File: config.mk
export PLATFORM = sky130hd
export DESIGN_NAME = alu_rr_arbiter_flat
export DESIGN_NICKNAME = d
export VERILOG_FILES = /design/src/rtl/alu_rr_arbiter_if.sv /design/src/rtl/alu_rr_arbiter.sv /design/src/flat_wrapper.sv
export SDC_FILE = /design/constraint.sdc
export NUM_CORES = 1
export LEC_CHECK = 0
export ABC_AREA = 1
export BUFFER_PORTS_ARGS = -buffer_cell sky130_fd_sc_hd__buf_2
export CORE_AREA = 2 2 132 134
export DETAILED_ROUTE_END_ITERATION = 8
export DIE_AREA = 0 0 134 136
export GPL_ROUTABILITY_DRIVEN = 0
export MAX_ROUTING_LAYER = met4
export PLACE_DENSITY = 0.72
export SETUP_SLACK_MARGIN = 0.1
export SLEW_MARGIN = 20
export SYNTH_ARGS = -nofsm -noshare
export SYNTH_HDL_FRONTEND = slang
export SYNTH_SLANG_ARGS = --single-unit
export TNS_END_PERCENT = 100
File: constraint.sdc
create_clock -name clk -period 3.7 [get_ports clk]
set_clock_uncertainty 0.1 [all_clocks]
set_input_delay 0.185 -clock clk [delete_from_list [all_inputs] [get_ports clk]]
set_output_delay 0.185 -clock clk [all_outputs]
set_load 0.01 [all_outputs]
File: src/rtl/alu_rr_arbiter_if.sv
// Bundle of the request, ALU-side and response signals of alu_rr_arbiter.
// The slave modport is the arbiter view; master is the requester/ALU/consumer side.
interface alu_rr_arbiter_if;
  logic        req0_valid;
  logic        req0_ready;
  logic [31:0] req0_a;
  logic [31:0] req0_b;
  logic [10:0] req0_ctl;
  logic        req1_valid;
  logic        req1_ready;
  logic [31:0] req1_a;
  logic [31:0] req1_b;
  logic [10:0] req1_ctl;
  logic [31:0] alu_a;
  logic [31:0] alu_b;
  logic [10:0] alu_op_ctl;
  logic [31:0] alu_z;
  logic        alu_overflow;
  logic        alu_zero;
  logic        alu_carryout;
  logic        rsp_valid;
  logic        rsp_ready;
  logic        rsp_id;
  logic [31:0] rsp_z;
  logic        rsp_overflow;
  logic        rsp_zero;
  logic        rsp_carryout;
  logic        rsp_err;
  logic [31:0] op_count;

  modport slave (
    input  req0_valid, req0_a, req0_b, req0_ctl,
    input  req1_valid, req1_a, req1_b, req1_ctl,
    input  alu_z, alu_overflow, alu_zero, alu_carryout,
    input  rsp_ready,
    output req0_ready, req1_ready,
    output alu_a, alu_b, alu_op_ctl,
    output rsp_valid, rsp_id, rsp_z, rsp_overflow, rsp_zero, rsp_carryout, rsp_err,
    output op_count
  );

  modport master (
    output req0_valid, req0_a, req0_b, req0_ctl,
    output req1_valid, req1_a, req1_b, req1_ctl,
    output alu_z, alu_overflow, alu_zero, alu_carryout,
    output rsp_ready,
    input  req0_ready, req1_ready,
    input  alu_a, alu_b, alu_op_ctl,
    input  rsp_valid, rsp_id, rsp_z, rsp_overflow, rsp_zero, rsp_carryout, rsp_err,
    input  op_count
  );
endinterface

File: src/rtl/alu_rr_arbiter.sv
// Round-robin sequencer sharing one external combinational ALU between two
// requesters: accept, hold operands for EXEC_CYCLES, capture, tagged response.
module alu_rr_arbiter #(
  parameter int unsigned EXEC_CYCLES = 1
) (
  input logic              clk,
  input logic              rst_n,
  alu_rr_arbiter_if.slave  bus
);

  typedef enum logic [1:0] {
    ST_IDLE = 2'd0,
    ST_EXEC = 2'd1,
    ST_RESP = 2'd2
  } state_t;

  localparam logic [3:0] CNT_LOAD = 4'(EXEC_CYCLES - 32'd1);

  state_t      r_state;
  logic        r_last_grant;
  logic [3:0]  r_cnt;
  logic        r_id;
  logic [31:0] r_alu_a;
  logic [31:0] r_alu_b;
  logic [10:0] r_alu_op_ctl;
  logic        r_rsp_valid;
  logic [31:0] r_rsp_z;
  logic        r_rsp_overflow;
  logic        r_rsp_zero;
  logic        r_rsp_carryout;
  logic        r_rsp_err;
  logic [31:0] r_op_count;

  logic        w_grant_id;
  logic        w_ready0;
  logic        w_ready1;
  logic        w_accept;
  logic        w_legal;
  logic [31:0] w_sel_a;
  logic [31:0] w_sel_b;
  logic [10:0] w_sel_ctl;

  function automatic logic funct_is_legal(input logic [5:0] funct);
    logic ok;
    case (funct)
      6'b100000, 6'b100010, 6'b100100, 6'b100110, 6'b100101,
      6'b100111, 6'b000000, 6'b000010, 6'b101010, 6'b101011: ok = 1'b1;
      default: ok = 1'b0;
    endcase
    return ok;
  endfunction

  // Grant selection and payload mux; on a tie the requester not served last wins.
  always_comb begin
    w_grant_id = 1'b0;
    w_ready0   = 1'b0;
    w_ready1   = 1'b0;
    if (bus.req0_valid && bus.req1_valid) begin
      w_grant_id = ~r_last_grant;
    end else if (bus.req1_valid) begin
      w_grant_id = 1'b1;
    end else begin
      w_grant_id = 1'b0;
    end
    // Ready is masked while rst_n is low so nothing is offered during reset.
    if (rst_n && (r_state == ST_IDLE) && (bus.req0_valid || bus.req1_valid)) begin
      w_ready0 = ~w_grant_id;
      w_ready1 = w_grant_id;
    end else begin
      w_ready0 = 1'b0;
      w_ready1 = 1'b0;
    end
    w_accept  = w_ready0 | w_ready1;
    w_sel_a   = w_grant_id ? bus.req1_a   : bus.req0_a;
    w_sel_b   = w_grant_id ? bus.req1_b   : bus.req0_b;
    w_sel_ctl = w_grant_id ? bus.req1_ctl : bus.req0_ctl;
    w_legal   = funct_is_legal(r_alu_op_ctl[5:0]);
  end

  // Sequencer FSM: issue, settle countdown, capture, and response handshake.
  always_ff @(posedge clk or negedge rst_n) begin
    if (!rst_n) begin
      r_state        <= ST_IDLE;
      r_last_grant   <= 1'b1;
      r_cnt          <= 4'd0;
      r_id           <= 1'b0;
      r_alu_a        <= 32'd0;
      r_alu_b        <= 32'd0;
      r_alu_op_ctl   <= 11'd0;
      r_rsp_valid    <= 1'b0;
      r_rsp_z        <= 32'd0;
      r_rsp_overflow <= 1'b0;
      r_rsp_zero     <= 1'b0;
      r_rsp_carryout <= 1'b0;
      r_rsp_err      <= 1'b0;
      r_op_count     <= 32'd0;
    end else begin
      case (r_state)
        ST_IDLE: begin
          if (w_accept) begin
            r_alu_a      <= w_sel_a;
            r_alu_b      <= w_sel_b;
            r_alu_op_ctl <= w_sel_ctl;
            r_id         <= w_grant_id;
            r_last_grant <= w_grant_id;
            r_cnt        <= CNT_LOAD;
            r_state      <= ST_EXEC;
          end
        end
        ST_EXEC: begin
          if (r_cnt == 4'd0) begin
            // Unsupported funct codes report zeros regardless of what the ALU drives.
            if (w_legal) begin
              r_rsp_z        <= bus.alu_z;
              r_rsp_overflow <= bus.alu_overflow;
              r_rsp_zero     <= bus.alu_zero;
              r_rsp_carryout <= bus.alu_carryout;
              r_rsp_err      <= 1'b0;
            end else begin
              r_rsp_z        <= 32'd0;
              r_rsp_overflow <= 1'b0;
              r_rsp_zero     <= 1'b0;
              r_rsp_carryout <= 1'b0;
              r_rsp_err      <= 1'b1;
            end
            r_rsp_valid <= 1'b1;
            r_state     <= ST_RESP;
          end else begin
            r_cnt <= r_cnt - 4'd1;
          end
        end
        ST_RESP: begin
          if (bus.rsp_ready) begin
            r_rsp_valid <= 1'b0;
            r_op_count  <= r_op_count + 32'd1;
            r_state     <= ST_IDLE;
          end
        end
        default: begin
          r_rsp_valid <= 1'b0;
          r_state     <= ST_IDLE;
        end
      endcase
    end
  end

  assign bus.req0_ready   = w_ready0;
  assign bus.req1_ready   = w_ready1;
  assign bus.alu_a        = r_alu_a;
  assign bus.alu_b        = r_alu_b;
  assign bus.alu_op_ctl   = r_alu_op_ctl;
  assign bus.rsp_valid    = r_rsp_valid;
  assign bus.rsp_id       = r_id;
  assign bus.rsp_z        = r_rsp_z;
  assign bus.rsp_overflow = r_rsp_overflow;
  assign bus.rsp_zero     = r_rsp_zero;
  assign bus.rsp_carryout = r_rsp_carryout;
  assign bus.rsp_err      = r_rsp_err;
  assign bus.op_count     = r_op_count;

endmodule

File: src/flat_wrapper.sv
// flat-port wrapper written by rule: the top's interface ports become plain ports
module alu_rr_arbiter_flat 
#(
  parameter int unsigned EXEC_CYCLES = 1
)
  (clk, rst_n, bus_req0_valid, bus_req0_a, bus_req0_b, bus_req0_ctl, bus_req1_valid, bus_req1_a, bus_req1_b, bus_req1_ctl, bus_alu_z, bus_alu_overflow, bus_alu_zero, bus_alu_carryout, bus_rsp_ready, bus_req0_ready, bus_req1_ready, bus_alu_a, bus_alu_b, bus_alu_op_ctl, bus_rsp_valid, bus_rsp_id, bus_rsp_z, bus_rsp_overflow, bus_rsp_zero, bus_rsp_carryout, bus_rsp_err, bus_op_count);
  alu_rr_arbiter_if bus_i ();
  input logic clk;
  input logic rst_n;
  input wire logic [$bits(bus_i.req0_valid)-1:0] bus_req0_valid;
  input wire logic [$bits(bus_i.req0_a)-1:0] bus_req0_a;
  input wire logic [$bits(bus_i.req0_b)-1:0] bus_req0_b;
  input wire logic [$bits(bus_i.req0_ctl)-1:0] bus_req0_ctl;
  input wire logic [$bits(bus_i.req1_valid)-1:0] bus_req1_valid;
  input wire logic [$bits(bus_i.req1_a)-1:0] bus_req1_a;
  input wire logic [$bits(bus_i.req1_b)-1:0] bus_req1_b;
  input wire logic [$bits(bus_i.req1_ctl)-1:0] bus_req1_ctl;
  input wire logic [$bits(bus_i.alu_z)-1:0] bus_alu_z;
  input wire logic [$bits(bus_i.alu_overflow)-1:0] bus_alu_overflow;
  input wire logic [$bits(bus_i.alu_zero)-1:0] bus_alu_zero;
  input wire logic [$bits(bus_i.alu_carryout)-1:0] bus_alu_carryout;
  input wire logic [$bits(bus_i.rsp_ready)-1:0] bus_rsp_ready;
  output wire logic [$bits(bus_i.req0_ready)-1:0] bus_req0_ready;
  output wire logic [$bits(bus_i.req1_ready)-1:0] bus_req1_ready;
  output wire logic [$bits(bus_i.alu_a)-1:0] bus_alu_a;
  output wire logic [$bits(bus_i.alu_b)-1:0] bus_alu_b;
  output wire logic [$bits(bus_i.alu_op_ctl)-1:0] bus_alu_op_ctl;
  output wire logic [$bits(bus_i.rsp_valid)-1:0] bus_rsp_valid;
  output wire logic [$bits(bus_i.rsp_id)-1:0] bus_rsp_id;
  output wire logic [$bits(bus_i.rsp_z)-1:0] bus_rsp_z;
  output wire logic [$bits(bus_i.rsp_overflow)-1:0] bus_rsp_overflow;
  output wire logic [$bits(bus_i.rsp_zero)-1:0] bus_rsp_zero;
  output wire logic [$bits(bus_i.rsp_carryout)-1:0] bus_rsp_carryout;
  output wire logic [$bits(bus_i.rsp_err)-1:0] bus_rsp_err;
  output wire logic [$bits(bus_i.op_count)-1:0] bus_op_count;
  assign bus_i.req0_valid = bus_req0_valid;
  assign bus_i.req0_a = bus_req0_a;
  assign bus_i.req0_b = bus_req0_b;
  assign bus_i.req0_ctl = bus_req0_ctl;
  assign bus_i.req1_valid = bus_req1_valid;
  assign bus_i.req1_a = bus_req1_a;
  assign bus_i.req1_b = bus_req1_b;
  assign bus_i.req1_ctl = bus_req1_ctl;
  assign bus_i.alu_z = bus_alu_z;
  assign bus_i.alu_overflow = bus_alu_overflow;
  assign bus_i.alu_zero = bus_alu_zero;
  assign bus_i.alu_carryout = bus_alu_carryout;
  assign bus_i.rsp_ready = bus_rsp_ready;
  assign bus_req0_ready = bus_i.req0_ready;
  assign bus_req1_ready = bus_i.req1_ready;
  assign bus_alu_a = bus_i.alu_a;
  assign bus_alu_b = bus_i.alu_b;
  assign bus_alu_op_ctl = bus_i.alu_op_ctl;
  assign bus_rsp_valid = bus_i.rsp_valid;
  assign bus_rsp_id = bus_i.rsp_id;
  assign bus_rsp_z = bus_i.rsp_z;
  assign bus_rsp_overflow = bus_i.rsp_overflow;
  assign bus_rsp_zero = bus_i.rsp_zero;
  assign bus_rsp_carryout = bus_i.rsp_carryout;
  assign bus_rsp_err = bus_i.rsp_err;
  assign bus_op_count = bus_i.op_count;
  alu_rr_arbiter #(.EXEC_CYCLES(EXEC_CYCLES)) u_core (.clk(clk), .rst_n(rst_n), .bus(bus_i));
endmodule
==> flow_summary_export.csv, run 1 <==
group,metric,value,unit
timing,worst_pin_slew,905.7,ps
global_route,grt_max_degree,78,
global_route,grt_pass1_wl,38570,um
worst_setup_path,critical_path_required,3960,ps
global_route,grt_overflow_total,0,
final_layout,final_cell_mix,"445 x nand2_1, 335 x buf_2, 187 x dlygate4sd3_1",
worst_setup_path,critPathLaunchType,"primary input",
floorplan,core-area,16880,um^2
floorplan,rows,48,
timing,maxSlewViolCount,0,
floorplan,start_util,40.67,%
routing,ant_nets,0,
timing,report.final.setup_viol,0,
logic_synthesis,netlist_area,6864,um^2
routing,drt_pass1_iterations,5,
clock_network,clkSinkCount,152,
timing,setup_ws,913.2,ps
timing,max_slew_margin,39.62,%
floorplan,die_w,134,um
worst_setup_path,worstRegToRegCells,9,
timing,rsz0062_at_grt,"false",
logic_synthesis,ys_ff_latch,152,
logic_synthesis,synthCells,869,
floorplan,die_h,136,um
timing,fin_crit,2787,ps
global_route,antenna_found_initial,7,
clock_network,clk_latency,420,ps
worst_setup_path,arrival,3050,ps
timing,final-hold-violation-count,0,
floorplan,die_area,18220,um^2
global_route,grt_pass1_vias,7887,
final_layout,final_area,11260,um^2
place,place_area,8746,um^2
timing,timing.final.crit_share,75.32,%
place,dp_hpwl,15410,um
clock_network,cts_made_buffers,17,
routing,drc_errors,0,
routing,finalWirelength,25080,um
logic_synthesis,synth_nets,1062,
clock_network,clockBufferDepth,2,
place,pre_cts_slack,1571,ps
logic_synthesis,synth_top_area_share,55.05,%
place,placed_cells,1407,
power,vdd_drop_max,0.0004765,V
clock_network,clkTransAtPathRegs,70,ps
logic_synthesis,yosys.area.top_type,"dfrtp_1",
final_layout,fin_cells,1635,
final_layout,multiInputGateArea,2765,um^2
routing,viasPerCell,4.876,
flow_run,cap_violations,0,
power,leakage,6.102,nW
status,status,"completed",
routing,vias,7972,
final_layout,regArea,3805,um^2
routing,drtIter0Drc,471,
worst_setup_path,end_kind,"register",
routing,wire_per_inst,15.34,um
min_path,hold_class,"in -> async",
final_layout,drive_above_1_share,27.34,%
logic_synthesis,avgSynthCellArea,7.899,um^2
global_route,track_usage,27.79,%
place,portBuffers,336,
final_layout,final_common_cell,"nand2_1",
power,pwr_density_cell,662.4,nW/um^2
worst_setup_path,crit_type,"in -> reg",
logic_synthesis,yosys_warnings,0,
clock_network,clock-root-buffer,"clkbuf_16",
final_layout,fillers,1261,
logic_synthesis,ys_seq_area_share,55.43,%
floorplan,io_pins,337,
worst_setup_path,worstPathMaxFanout,48,
clock_network,cts-htree-levels,4,
logic_synthesis,synthTopCellsByArea,"dfrtp_1 55%, nand2_1 24%, nand3_1 6.6%",
timing,fin_setup_tns,0,ps
final_layout,layout.nets,1581,
logic_synthesis,synth.distinct_cells,22,
clock_network,cts_tree,"done",
final_layout,area_delta_synth_final,64.04,%
timing,max_freq,0.3588,GHz
==> stage by stage <==
stage,power (mW),hold slack [ps],util (%)
after detailed placement,4.761,-49.10,51.82
after CTS,7.357,80.15,66.59
after global routing,7.860,94.46,66.69
after global placement,4.716,-49.09,51.82
after floorplan,3.785,-210.6,-
final,7.459,95.82,66.72
==> sequential cells by signal, summed over array words and instances (netlist names), 2 cells and up <==
signal / flops
u_core.bus.op_count: 32
u_core.bus.alu_a: 32
u_core.r_cnt: 4
u_core.r_state: 2
u_core.bus.rsp_z: 32
u_core.bus.alu_op_ctl: 11
u_core.bus.alu_b: 32
==> kinds of logic after synthesis <==
group	share of synthesized area, %
buf+inv	4.357
compound gates	1.094
xor+xnor	2.297
flops	55.43
simple gates	36.27
fa+ha+maj	0.5469
==> cell usage after synthesis (all sizes together) <==
cell      n
nand3b    6
dfrtp   151
o211ai    3
buf      24
o21bai    1
nand4     8
xnor2     7
nor2     61
nor3      4
nand3    90
dfstp     1
a21oi     3
nand2   445
ha        3
xor2     11
inv      37
o21ai     6
clkbuf    8
==> path summary, 6_finish.rpt <==
check	from	to	slack, ps
worst max-delay path	rst_n	u_core.bus.alu_a[20]	910
worst min-delay path	rst_n	u_core.bus.rsp_z[13]	100
worst max register to register	u_core.r_state[1]	u_core.bus.alu_a[20]	1000
worst min register to register	u_core.bus.rsp_z[22]	u_core.bus.rsp_z[22]	370
max in group asynchronous	rst_n	u_core.bus.rsp_z[30]	2220
min in group clk	bus_req1_valid	u_core.r_cnt[3]	100
==> metal layers <==
metal | track usage (%) | wire length (um) | part of all wire (%) | vias up
met4 | 15.72 | 1136 | 4.5 | 0
met2 | 45.50 | 12470 | 50 | 417
met5 | - | 0 | 0 | -
met1 | 31.42 | 9553 | 38 | 3722
li1 | - | - | - | 3748
met3 | 6.600 | 1917 | 7.6 | 85
==> power by group <==
group / switching (mW) / total [mW] / leakage [nW] / internal [mW]
sequential: 0.365 / 2.61 / 1.96 / 2.24
clock: 0.672 / 1.84 / 0.301 / 1.16
combinational: 1.52 / 3.02 / 3.84 / 1.49
total: 2.56 / 7.46 / 6.10 / 4.90
==> layout make-up <==
type / count / area share [%]
timing repair buffer: 532 / 32.21
antenna: 9 / 0.2000
clock inverter: 9 / 1.345
tap: 225 / 2.500
multi-input combinational: 648 / 24.56
clock buffer: 23 / 4.156
inverter: 37 / 1.233
sequential: 152 / 33.79
==> worst max-delay path, stage by stage <==
cell and delay [ps]:
dlygate4sd3_1 560, buf_6 240, nand2_1 160, nor2_4 170
nand2_1 130, inv_2 210, buf_4 480, nand2_1 180
nand3_1 140, dlygate4sd3_1 560
==> repair_timing <==
action                    CTS  global route
buffers inserted            0             0
hold buffers              187             0
resized for setup           0             0
hold endpoints to repair  133             0
(Power assumes the default switching activity.)
==> inputs of run 2 (changes only) <==
--- a/config.mk
+++ b/config.mk
@@ -5,11 +5,11 @@
 export SDC_FILE = /design/constraint.sdc
 export NUM_CORES = 1
 export LEC_CHECK = 0
-export ABC_AREA = 1
+export ABC_AREA = 0
 export BUFFER_PORTS_ARGS = -buffer_cell sky130_fd_sc_hd__buf_2
-export CORE_AREA = 2 2 132 134
+export CORE_AREA = 2 2 131 133
 export DETAILED_ROUTE_END_ITERATION = 8
-export DIE_AREA = 0 0 134 136
+export DIE_AREA = 0 0 133 135
 export GPL_ROUTABILITY_DRIVEN = 0
 export MAX_ROUTING_LAYER = met4
 export PLACE_DENSITY = 0.72
==> constraint.sdc (replaced) <==
create_clock -name clk -period 2.85 [get_ports clk]
set_clock_uncertainty 0.1 [all_clocks]
set_input_delay 0.1425 -clock clk [delete_from_list [all_inputs] [get_ports clk]]
set_output_delay 0.1425 -clock clk [all_outputs]
set_load 0.01 [all_outputs]
==> run 2 against run 1 <==
Sequential share of layout area up 0.70 points. Synthesized cell count decreased by 33%. Final cell count is 18% lower. Clock power grew 23%. Cell area shrank 2.0%. Worst setup slack worse by 680 ps. Synthesized area is 3.1% lower. Global-route usage grew 0.43 points. Die area shrank 1.5%. Routed wire length fell by 1.6%. Critical endpoint is now u_core.bus.alu_b[16]. Highest routed layer unchanged.
==> flow_summary_export.csv, run 2 <==
group,metric,value,unit
status,status,"completed",
floorplan,die_h,135,um
min_path,hold_class,"in -> async",
clock_network,clockBufferDepth,2,
logic_synthesis,yosys_warnings,0,
timing,maxSlewViolCount,0,
final_layout,final_cell_mix,"335 x buf_2, 188 x dlygate4sd3_1, 151 x dfrtp_1",
logic_synthesis,avgSynthCellArea,11.41,um^2
final_layout,fillers,1208,
logic_synthesis,synth_edf_count,0,
timing,max_slew_margin,42.56,%
final_layout,regArea,3805,um^2
final_layout,final_common_cell,"buf_2",
timing,max_freq,0.3820,GHz
logic_synthesis,async_flop_share,100.0,%
routing,finalWirelength,24680,um
routing,vias,6968,
logic_synthesis,ys.flop_type,"dfrtp_1",
worst_setup_path,critPathLaunchType,"primary input",
worst_setup_path,crit_type,"in -> reg",
floorplan,die_w,133,um
logic_synthesis,yosys.area.top_type,"dfrtp_1",
global_route,grt_pass1_vias,7321,
timing,fin_crit,2618,ps
logic_synthesis,yosysMostFrequentCell,"dfrtp_1",
timing,worst_pin_slew,861.7,ps
final_layout,multiInputGateArea,2636,um^2
floorplan,core-area,16410,um^2
global_route,grt_max_degree,76,
worst_setup_path,arrival,2820,ps
clock_network,clkSinkCount,152,
floorplan,rows,47,
clock_network,clk_latency,420,ps
logic_synthesis,synth.top_cells.by_count,"151 x dfrtp_1, 90 x nand2_1, 77 x a21o_1",
routing,viasPerCell,5.192,
worst_setup_path,end_kind,"register",
logic_synthesis,ys_seq_area_share,57.20,%
place,portBuffers,336,
timing,final-hold-violation-count,0,
logic_synthesis,synth_nets,776,
logic_synthesis,netlist_area,6651,um^2
logic_synthesis,synthCells,583,
floorplan,io_pins,337,
timing,timing.final.crit_share,91.86,%
global_route,antenna_found_initial,7,
final_layout,finish.utilization,67.24,%
timing,rsz0062_at_grt,"false",
clock_network,cts_tree,"done",
flow_run,cap_violations,0,
global_route,grt_pass1_wl,38060,um
routing,drt_pass1_iterations,4,
clock_network,cts-htree-levels,4,
power,leakage,5.947,nW
clock_network,clkTransAtPathRegs,70,ps
power,pwr_density_cell,907.6,nW/um^2
clock_network,cts_made_buffers,17,
power,vdd_drop_max,0.0005362,V
global_route,track_usage,28.22,%
worst_setup_path,critical_path_required,3050,ps
final_layout,area_delta_synth_final,65.86,%
timing,report.final.setup_viol,0,
routing,drtIter0Drc,451,
final_layout,drive_above_1_share,35.52,%
final_layout,layout.nets,1295,
logic_synthesis,synth.distinct_cells,44,
logic_synthesis,synthTopCellsByArea,"dfrtp_1 57%, a22o_1 9.9%, a21o_1 8.7%",
floorplan,start_util,40.54,%
place,dp_hpwl,14510,um
place,pre_cts_slack,821.7,ps
timing,setup_ws,232.1,ps
floorplan,die_area,17960,um^2
timing,fin_setup_tns,0,ps
routing,wire_per_inst,18.39,um
routing,ant_nets,0,
worst_setup_path,worstRegToRegCells,6,
logic_synthesis,synth_top_area_share,56.81,%
worst_setup_path,r2r-end,"u_core.bus.alu_b[16]",
worst_setup_path,reg2reg_from,"u_core.r_state[1]",
routing,drc_errors,0,
worst_setup_path,worstPathMaxFanout,75,
worst_setup_path,rrSetupSlack,330,ps
global_route,grt_overflow_total,0,
logic_synthesis,ys_ff_latch,152,
clock_network,clock-root-buffer,"clkbuf_16",
==> run 2: cell types whose count changed in the layout (fill, tap and decap cells not counted), moves of 5 or more <==
cell      delta
and3_1       +6
a21o_1      +77
o21ai_1     +29
xor2_1       -7
nand2_1    -355
inv_1       -29
a22o_1      +75
nor2_1      -46
xnor2_1     +20
nand3_1     -76
nand3b_1     -5
==> run 2: layout make-up <==
type                    count  area share, %
diodes                      7         0.1588
repair buffers            537          33.42
clock inverters            10          1.066
inverters                   5         0.1701
clock buffers              22          4.299
flip-flops and latches    152          34.49
well taps                 220          2.495
multi-input cells         389          23.90
==> run 2: per-stage QoR <==
| step | power [mW] | cell area [um^2] | hold slack (ps) | instances |
|---|---|---|---|---|
| after floorplan | 5.320 | 6651 | -253.1 | 583 |
| after global placement | 6.509 | 8518 | -75.11 | 1113 |
| after detailed placement | 6.577 | 8518 | -76.85 | 1113 |
| after CTS | 9.812 | 10990 | 48.07 | 1333 |
| after global routing | 10.52 | 11030 | 82.70 | 1341 |
| final | 10.01 | 11030 | 60.89 | 1342 |
==> run 2: worst max-delay path by stage <==
stage	startpoint	endpoint
6_report	rst_n	u_core.bus.alu_b[16]
4_1_cts	rst_n	u_core.bus.alu_b[9]
3_5_place_dp	u_core.r_state[1]	u_core.bus.alu_b[21]
3_3_place_gp	u_core.r_state[1]	u_core.bus.alu_op_ctl[10]
2_1_floorplan	u_core.r_state[1]	u_core.bus.alu_b[27]
5_1_grt	rst_n	u_core.bus.alu_b[16]
==> run 2: repair_timing <==
item                                    CTS  global route
hold buffers                            188             0
endpoints found under the setup margin    0            73
gates resized for setup                   0             2
endpoints found under the hold margin   140             0
buffers inserted                          0             2
==> run 2: logic make-up after synthesis <==
family,count (synthesis),synth area share (%)
buf+inv,42,3.536
compound gates,197,22.23
flops,152,57.20
mux,4,0.6584
fa+ha+maj,3,0.5644
simple gates,154,11.72
xor+xnor,31,4.082
==> run 2: metal layers <==
metal	track usage (%)	wire (um)
met5	-	0
met3	6.644	1812
met1	32.25	9410
met4	14.64	1000
met2	46.57	12460
==> run 2: power by group <==
group | switching [mW] | internal, mW | leakage, nW
Sequential | 0.489 | 2.86 | 1.96
Combinational | 2.00 | 2.39 | 3.69
Clock | 0.907 | 1.36 | 0.291
Total | 3.40 | 6.62 | 5.95
==> run 2: worst max-delay path: stages <==
cell and delay [ps]:
dlygate4sd3_1 550, buf_6 260, nor3b_4 310, o21ai_4 130, buf_6 300, a22o_1 350
a21o_1 160, dlygate4sd3_1 570
